`src/rtl/aes_blk_serializer_pkg.sv`:
```
// rtl/aes_blk_serializer_pkg.sv - shared AES block-size macros, serializer types and lane helper
`ifndef AES_VH
`define AES_VH
`define BLK_S 128
`define AES_BEATS(bus_w) (`BLK_S / (bus_w))
`endif

package aes_blk_serializer_pkg;

   typedef enum logic {
      ST_IDLE = 1'b0,
      ST_SEND = 1'b1
   } ser_state_t;

   localparam int BLK_W  = `BLK_S;
   localparam int FIFO_W = BLK_W + 1;
   localparam int LANE_W = 32;

   // Reverse the four bytes of one 32-bit lane.
   function automatic logic [LANE_W-1:0] swap_lane(input logic [LANE_W-1:0] v);
      return {v[7:0], v[15:8], v[23:16], v[31:24]};
   endfunction

endpackage

```
`src/rtl/aes_blk_fifo.sv`:
```
// rtl/aes_blk_fifo.sv - block buffer holding {tlast, data} entries with wrap-bit pointers
module aes_blk_fifo
   import aes_blk_serializer_pkg::*;
#(
   parameter int DEPTH = 2,
   parameter int WIDTH = FIFO_W
) (
   input  logic             clk,
   input  logic             resetn,
   input  logic             push,
   input  logic [WIDTH-1:0] push_data,
   input  logic             pop,
   output logic [WIDTH-1:0] head_data,
   output logic             empty,
   output logic             full,
   output logic             one_left
);

   localparam int AW = $clog2(DEPTH);

   logic [WIDTH-1:0] mem [DEPTH];
   logic [AW:0]      wptr;
   logic [AW:0]      rptr;
   logic [AW:0]      count;

   // Storage and pointers; a push into a full buffer is only legal alongside a pop,
   // in which case it reuses the slot being released this cycle.
   always_ff @(posedge clk or negedge resetn) begin
      if (!resetn) begin
         wptr <= '0;
         rptr <= '0;
         for (int i = 0; i < DEPTH; i++) begin
            mem[i] <= '0;
         end
      end else begin
         if (push) begin
            mem[wptr[AW-1:0]] <= push_data;
            wptr              <= wptr + (AW+1)'(1);
         end
         if (pop) begin
            rptr <= rptr + (AW+1)'(1);
         end
      end
   end

   // The extra wrap bit makes the pointer difference span 0..DEPTH.
   assign count     = wptr - rptr;
   assign empty     = (count == '0);
   assign full      = (count == (AW+1)'(DEPTH));
   assign one_left  = (count == (AW+1)'(1));
   assign head_data = mem[rptr[AW-1:0]];

endmodule

```
`src/rtl/aes_blk_serializer.sv`:
```
// rtl/aes_blk_serializer.sv - splits buffered 128-bit AES blocks into bus beats; AES_OUT_BYTE_SWAP_EN byte-reverses each 32-bit lane
module aes_blk_serializer
   import aes_blk_serializer_pkg::*;
#(
   parameter int BUS_TDATA_WIDTH = 32,
   parameter int BUF_DEPTH       = 2
) (
   input  logic                       clk,
   input  logic                       resetn,
   input  logic                       blk_tvalid,
   output logic                       blk_tready,
   input  logic [`BLK_S-1:0]          blk_tdata,
   input  logic                       blk_tlast,
   output logic                       bus_tvalid,
   input  logic                       bus_tready,
   output logic [BUS_TDATA_WIDTH-1:0] bus_tdata,
   output logic                       bus_tlast,
   output logic                       buf_empty
);

   localparam int BEATS = `AES_BEATS(BUS_TDATA_WIDTH);
   localparam int CNT_W = (BEATS > 1) ? $clog2(BEATS) : 1;
   localparam logic [CNT_W-1:0] LAST_BEAT = CNT_W'(BEATS - 1);

   ser_state_t           state;
   logic                 valid_q;
   logic                 rdy_en;
   logic [CNT_W-1:0]     beat_cnt;

   logic                 fifo_empty;
   logic                 fifo_full;
   logic                 fifo_one_left;
   logic [FIFO_W-1:0]    fifo_head;
   logic                 push;
   logic                 pop;
   logic                 final_beat;

   logic [BLK_W-1:0]           head_blk;
   logic                       head_last;
   logic [BLK_W-1:0]           shifted;
   logic [BUS_TDATA_WIDTH-1:0] beat_word;
   logic [BUS_TDATA_WIDTH-1:0] out_word;

   assign head_blk   = fifo_head[BLK_W-1:0];
   assign head_last  = fifo_head[BLK_W];
   assign final_beat = (beat_cnt == LAST_BEAT);

   // A block leaves the buffer only when its last beat handshakes, so a full
   // buffer can still take a new block in that same cycle.
   assign pop        = valid_q && bus_tready && final_beat;
   assign blk_tready = rdy_en && (!fifo_full || pop);
   assign push       = blk_tvalid && blk_tready;

   aes_blk_fifo #(
      .DEPTH (BUF_DEPTH),
      .WIDTH (FIFO_W)
   ) u_fifo (
      .clk       (clk),
      .resetn    (resetn),
      .push      (push),
      .push_data ({blk_tlast, blk_tdata}),
      .pop       (pop),
      .head_data (fifo_head),
      .empty     (fifo_empty),
      .full      (fifo_full),
      .one_left  (fifo_one_left)
   );

   // Serializer FSM: IDLE until a block is stored, SEND while beats remain; also
   // holds off blk_tready for the first cycle after reset release.
   always_ff @(posedge clk or negedge resetn) begin
      if (!resetn) begin
         state    <= ST_IDLE;
         valid_q  <= 1'b0;
         beat_cnt <= '0;
         rdy_en   <= 1'b0;
      end else begin
         rdy_en <= 1'b1;
         case (state)
            ST_IDLE: begin
               if (push) begin
                  state   <= ST_SEND;
                  valid_q <= 1'b1;
               end
            end
            ST_SEND: begin
               if (bus_tready) begin
                  if (final_beat) begin
                     beat_cnt <= '0;
                     if (fifo_one_left && !push) begin
                        state   <= ST_IDLE;
                        valid_q <= 1'b0;
                     end
                  end else begin
                     beat_cnt <= beat_cnt + CNT_W'(1);
                  end
               end
            end
            default: begin
               state   <= ST_IDLE;
               valid_q <= 1'b0;
            end
         endcase
      end
   end

   // Select the current beat, most significant word first.
   always_comb begin
      shifted   = head_blk >> (BUS_TDATA_WIDTH * int'(LAST_BEAT - beat_cnt));
      beat_word = shifted[BUS_TDATA_WIDTH-1:0];
   end

`ifdef AES_OUT_BYTE_SWAP_EN
   for (genvar l = 0; l < BUS_TDATA_WIDTH / LANE_W; l++) begin : g_swap
      assign out_word[LANE_W*l +: LANE_W] = swap_lane(beat_word[LANE_W*l +: LANE_W]);
   end
`else
   assign out_word = beat_word;
`endif

   // Outputs are forced low whenever no beat is presented, including during reset.
   assign bus_tvalid = valid_q;
   assign bus_tdata  = valid_q ? out_word : '0;
   assign bus_tlast  = valid_q && final_beat && head_last;
   assign buf_empty  = fifo_empty;

endmodule

```
`config.mk`:
```
export PLATFORM = sky130hd
export DESIGN_NAME = aes_blk_serializer
export DESIGN_NICKNAME = d
export VERILOG_FILES = /design/src/rtl/aes_blk_serializer_pkg.sv /design/src/rtl/aes_blk_fifo.sv /design/src/rtl/aes_blk_serializer.sv
export SDC_FILE = /design/constraint.sdc
export NUM_CORES = 1
export LEC_CHECK = 0
export BUFFER_PORTS_ARGS = -buffer_cell sky130_fd_sc_hd__buf_2
export CAP_MARGIN = 10
export CORE_UTILIZATION = 29
export CTS_BUF_LIST = sky130_fd_sc_hd__clkbuf_16
export DETAILED_ROUTE_END_ITERATION = 12
export PLACE_DENSITY = 0.51
export SLEW_MARGIN = 20
export SYNTH_ARGS = -nofsm -noshare
export SYNTH_HDL_FRONTEND = slang
export SYNTH_HIERARCHICAL = 1
export SYNTH_SLANG_ARGS = --single-unit
```
`constraint.sdc`:
```
create_clock -name clk -period 3.1 [get_ports clk]
set_clock_uncertainty 0.05 [all_clocks]
set_input_delay 0.62 -clock clk [delete_from_list [all_inputs] [get_ports clk]]
set_output_delay 0.62 -clock clk [all_outputs]
set_load 0.1 [all_outputs]
```
==> impl_metrics.py <==
metrics = {
    "setup_path": {
        "cpLargestDelayFamily": "multiplexers",
        "end_kind": "output pin",
        "cpMaxStageDelayCell": "dfrtp_4",
        "critPathMaxStageDelay_ps": 480,
        "crit_type": "flop to output pin",
        "crit_buf_inv": 4,
        "cp_data_required_time_ps": 2430,
        "r2r_start": "u_fifo/rptr[0]$_DFFE_PN0P_",
        "cp_cell_sequence": "buf_12 > buf_12 > buf_16 > mux2_2 > mux4_2 > and2_4 > buf_12",
        "cp_common_cell": "buf_12",
        "cp_max_fo": 7,
        "crit_path_start": "u_fifo/rptr[0]$_DFFE_PN0P_",
        "start_kind": "flop",
        "cp_data_arrival_time_ps": 2540,
    },
    "pwr": {
        "ir_worst_vdd_v": 0.000516,
        "power.leakage_nw": 6.89,
        "combPwrFrac": 0.398,
        "netSwitchingFraction": 0.302,
        "p_sw_mw": 4.84,
        "clockPowerShare": 0.223,
        "cellPowerDensity_nw_per_um2": 998,
        "finalPower_mw": 16.1,
        "p_int_mw": 11.2,
        "seqPwrFrac": 0.379,
    },
    "floorplan": {
        "rows": 76,
        "die-width_microns": 211,
        "initial_core_util": 0.294,
        "pin_count": 169,
        "dieHeight_microns": 211,
        "core_sq_um": 43000,
        "die_area_sq_um": 44400,
    },
    "logic_synthesis": {
        "synth_compound_area_frac": 0.00327,
        "synth.most_common_cell": "mux2_2",
        "synth_top_family_by_area": "multiplexers",
        "post_synth_instance_area_sq_um": 12600,
        "ys_seq_area_frac": 0.529,
        "syn_avg_cell_area_sq_um": 15.7,
        "synth_nets": 938,
        "synth.top_cells.by_count": "mux2_2 (288), dfrtp_1 (267), mux2_1 (100)",
        "synth_area_leader_cell": "dfrtp_1",
        "synth_edf_count": 0,
        "syn_inst": 803,
        "yosys-mux-area-fraction": 0.404,
        "ys_top_cells_by_area": "dfrtp_1 (53%), mux2_2 (26%), mux2_1 (8.9%), mux4_2 (5.0%), and2_1 (1.7%)",
        "synthAdderAreaFrac": 0.00198,
        "synthSimpleGateAreaFrac": 0.0217,
        "yosys_warnings": 6,
        "yosysUniqueCellTypes": 29,
        "synth_ff_type": "dfrtp_1",
        "synth-seq-cells": 267,
        "yosysTopAreaCellShare": 0.529,
        "synthXorXnorAreaFrac": 0.00456,
        "async_flop_share": 1.00,
    },
    "clocking": {
        "cts_max_level": 2,
        "cts_tree": "done",
        "worstSkewPairLatency_ps": 530,
        "numCtsBuffers": 34,
        "cts_root_buffer": "clkbuf_16",
        "clk_path_buf_depth": 3,
        "clk_pin_slew_ps": 60,
        "clkSinkCount": 267,
    },
    "finish": {
        "areaGrowthSynthToFinish_pct": 27.4,
        "fin_util": 0.374,
        "drive_gt1_frac": 0.590,
        "multi_input_area_sq_um": 5580,
        "stdcell_count": 1608,
        "fin_nets": 1135,
        "fill_cells": 4172,
        "seq_area_sq_um": 6690,
    },
    "grt": {
        "grt_pass1_vias": 8209,
        "globalRouteTotalUtil": 0.143,
        "grt_pass1_wl_microns": 48300,
        "grt.overflow.total": 0,
        "antenna_found_initial": 8,
        "grt_max_degree": 79,
    },
    "timing": {
        "setup_violations": 32,
        "setup_slack_ps": -113,
        "final_max_slew_viol_count": 0,
        "finalCritPeriodShare": 1.04,
        "hold_violations": 0,
        "setup-tns-final_ps": -2630,
        "fin_crit_ps": 3210,
        "rsz0062_at_grt": "yes",
        "relSlewSlack": 0.542,
        "worstMarginPinSlew_ps": 688,
        "clock.fmax_mhz": 311,
    },
    "place": {
        "place_congestion": 0.700,
        "portBuffers": 168,
        "hpwl_microns": 18400,
        "dp_cells": 1531,
    },
    "routing": {
        "drt-initial-drc-count": 233,
        "viasPerCell": 4.54,
        "dr.pass1.iters": 4,
        "ant_nets": 0,
        "vias": 7300,
        "drc": 0,
        "drt_wl_total_microns": 30500,
        "wl_per_cell_microns": 18.9,
    },
    "hold_path": {
        "hold_path.class": "input port to async pin",
    },
    "run_status": {
        "violations": "setup timing",
        "status": "complete, but fails checks",
    },
    "job": {
        "cap_violations": 0,
    },
}
power groups by stage:
stage          sequential [mW]  combinational (mW)  clock [mW]
2_1_floorplan             5.87                4.86           0
3_3_place_gp              6.12                5.80           0
3_5_place_dp              6.16                5.92           0
4_1_cts                   6.10                6.39        3.75
5_1_grt                   6.33                6.93        3.88
6_report                  6.09                6.38        3.58
metrics by stage:
stage               hold slack [ps]  worst slack [ps]  instance area, sq um
floorplan                       274               238                 12600
global placement                413               295                 14300
detailed placement              410               282                 14300
CTS                            60.7              -169                 15900
global route                   90.5              -197                 16100
finish                         55.1              -113                 16100
logic make-up after synthesis:
kind of cell	Yosys count
simple gates	46
mux	420
compound gates	6
flops	267
xor+xnor	5
buf+inv	56
fa+ha+maj	2
other cells	1
timing repair:
item                                    4_1_cts  5_1_grt
hold buffers                                  0        0
gates cloned                                  6        3
pin swaps                                     0        1
setup buffers                                 7        2
endpoints found under the hold margin         0        0
endpoints found under the setup margin       32       37
resized for setup                           119       23
worst register-to-register path, delay by kind of cell, from the launching register on:
| kind | cells | cell delay [ps] |
|---|---|---|
| flops | 1 | 480 |
| simple gates | 2 | 370 |
| compound gates | 1 | 290 |
| buf+inv | 4 | 750 |
| fa+ha+maj | 1 | 180 |
| xor+xnor | 1 | 260 |
| mux | 1 | 450 |
cell usage in the layout (no fill, tap or decap), types with 3 or more instances in the layout:
cell and n:
dfrtp_1 263, buf_2 132, mux2_1 100, buf_16 8, buf_6 12, dfrtp_2 3, buf_12 40, clkbuf_16 40
mux4_2 29, mux2_2 288, clkinv_1 4, nand2_1 3, inv_1 15, and2_4 20, buf_8 3, and2_1 14
mux4_1 3, buf_4 17
path summary, 6_finish.rpt:
path | endpoint | slack, ps | cells past startpoint
hold / removal | u_fifo/mem[52]$_DFFE_PN0P_ | 60 | 1
min in group clk | u_fifo/mem[43]$_DFFE_PN0P_ | 260 | 2
setup reg to reg | u_fifo/mem[150]$_DFFE_PN0P_ | 140 | 10
setup / recovery | bus_tdata[5] | -110 | 7
hold reg to reg | bus_tvalid$_DFFE_PN0P_ | 420 | 1
max in group asynchronous | u_fifo/mem[4]$_DFFE_PN0P_ | 2140 | 2
area by class of cell:
type	count	share of cell area
Sequential cell	267	0.416
Multi-Input combinational cell	480	0.347
Timing Repair Buffer	215	0.128
Clock buffer	37	0.0576
Tap cell	585	0.0455
Clock inverter	20	0.00506
Inverter	2	0.000467
Antenna cell	2	0.000311
flip-flops by register name (all words and copies together) (netlist names):
register,flops
beat_cnt,2
bus_tvalid,1
rdy_en,1
state,1
u_fifo/mem,258
u_fifo/rptr,2
u_fifo/wptr,2
routing by layer:
| metal | global-route usage | up-vias | wire length (microns) |
|---|---|---|---|
| met4 | 0.0390 | 10 | 630 |
| met3 | 0.0436 | 55 | 1590 |
| li1 | - | 3317 | - |
| met5 | 0 | - | 71 |
| met2 | 0.233 | 132 | 14600 |
| met1 | 0.183 | 3786 | 13600 |
(Power assumes the default switching activity.)
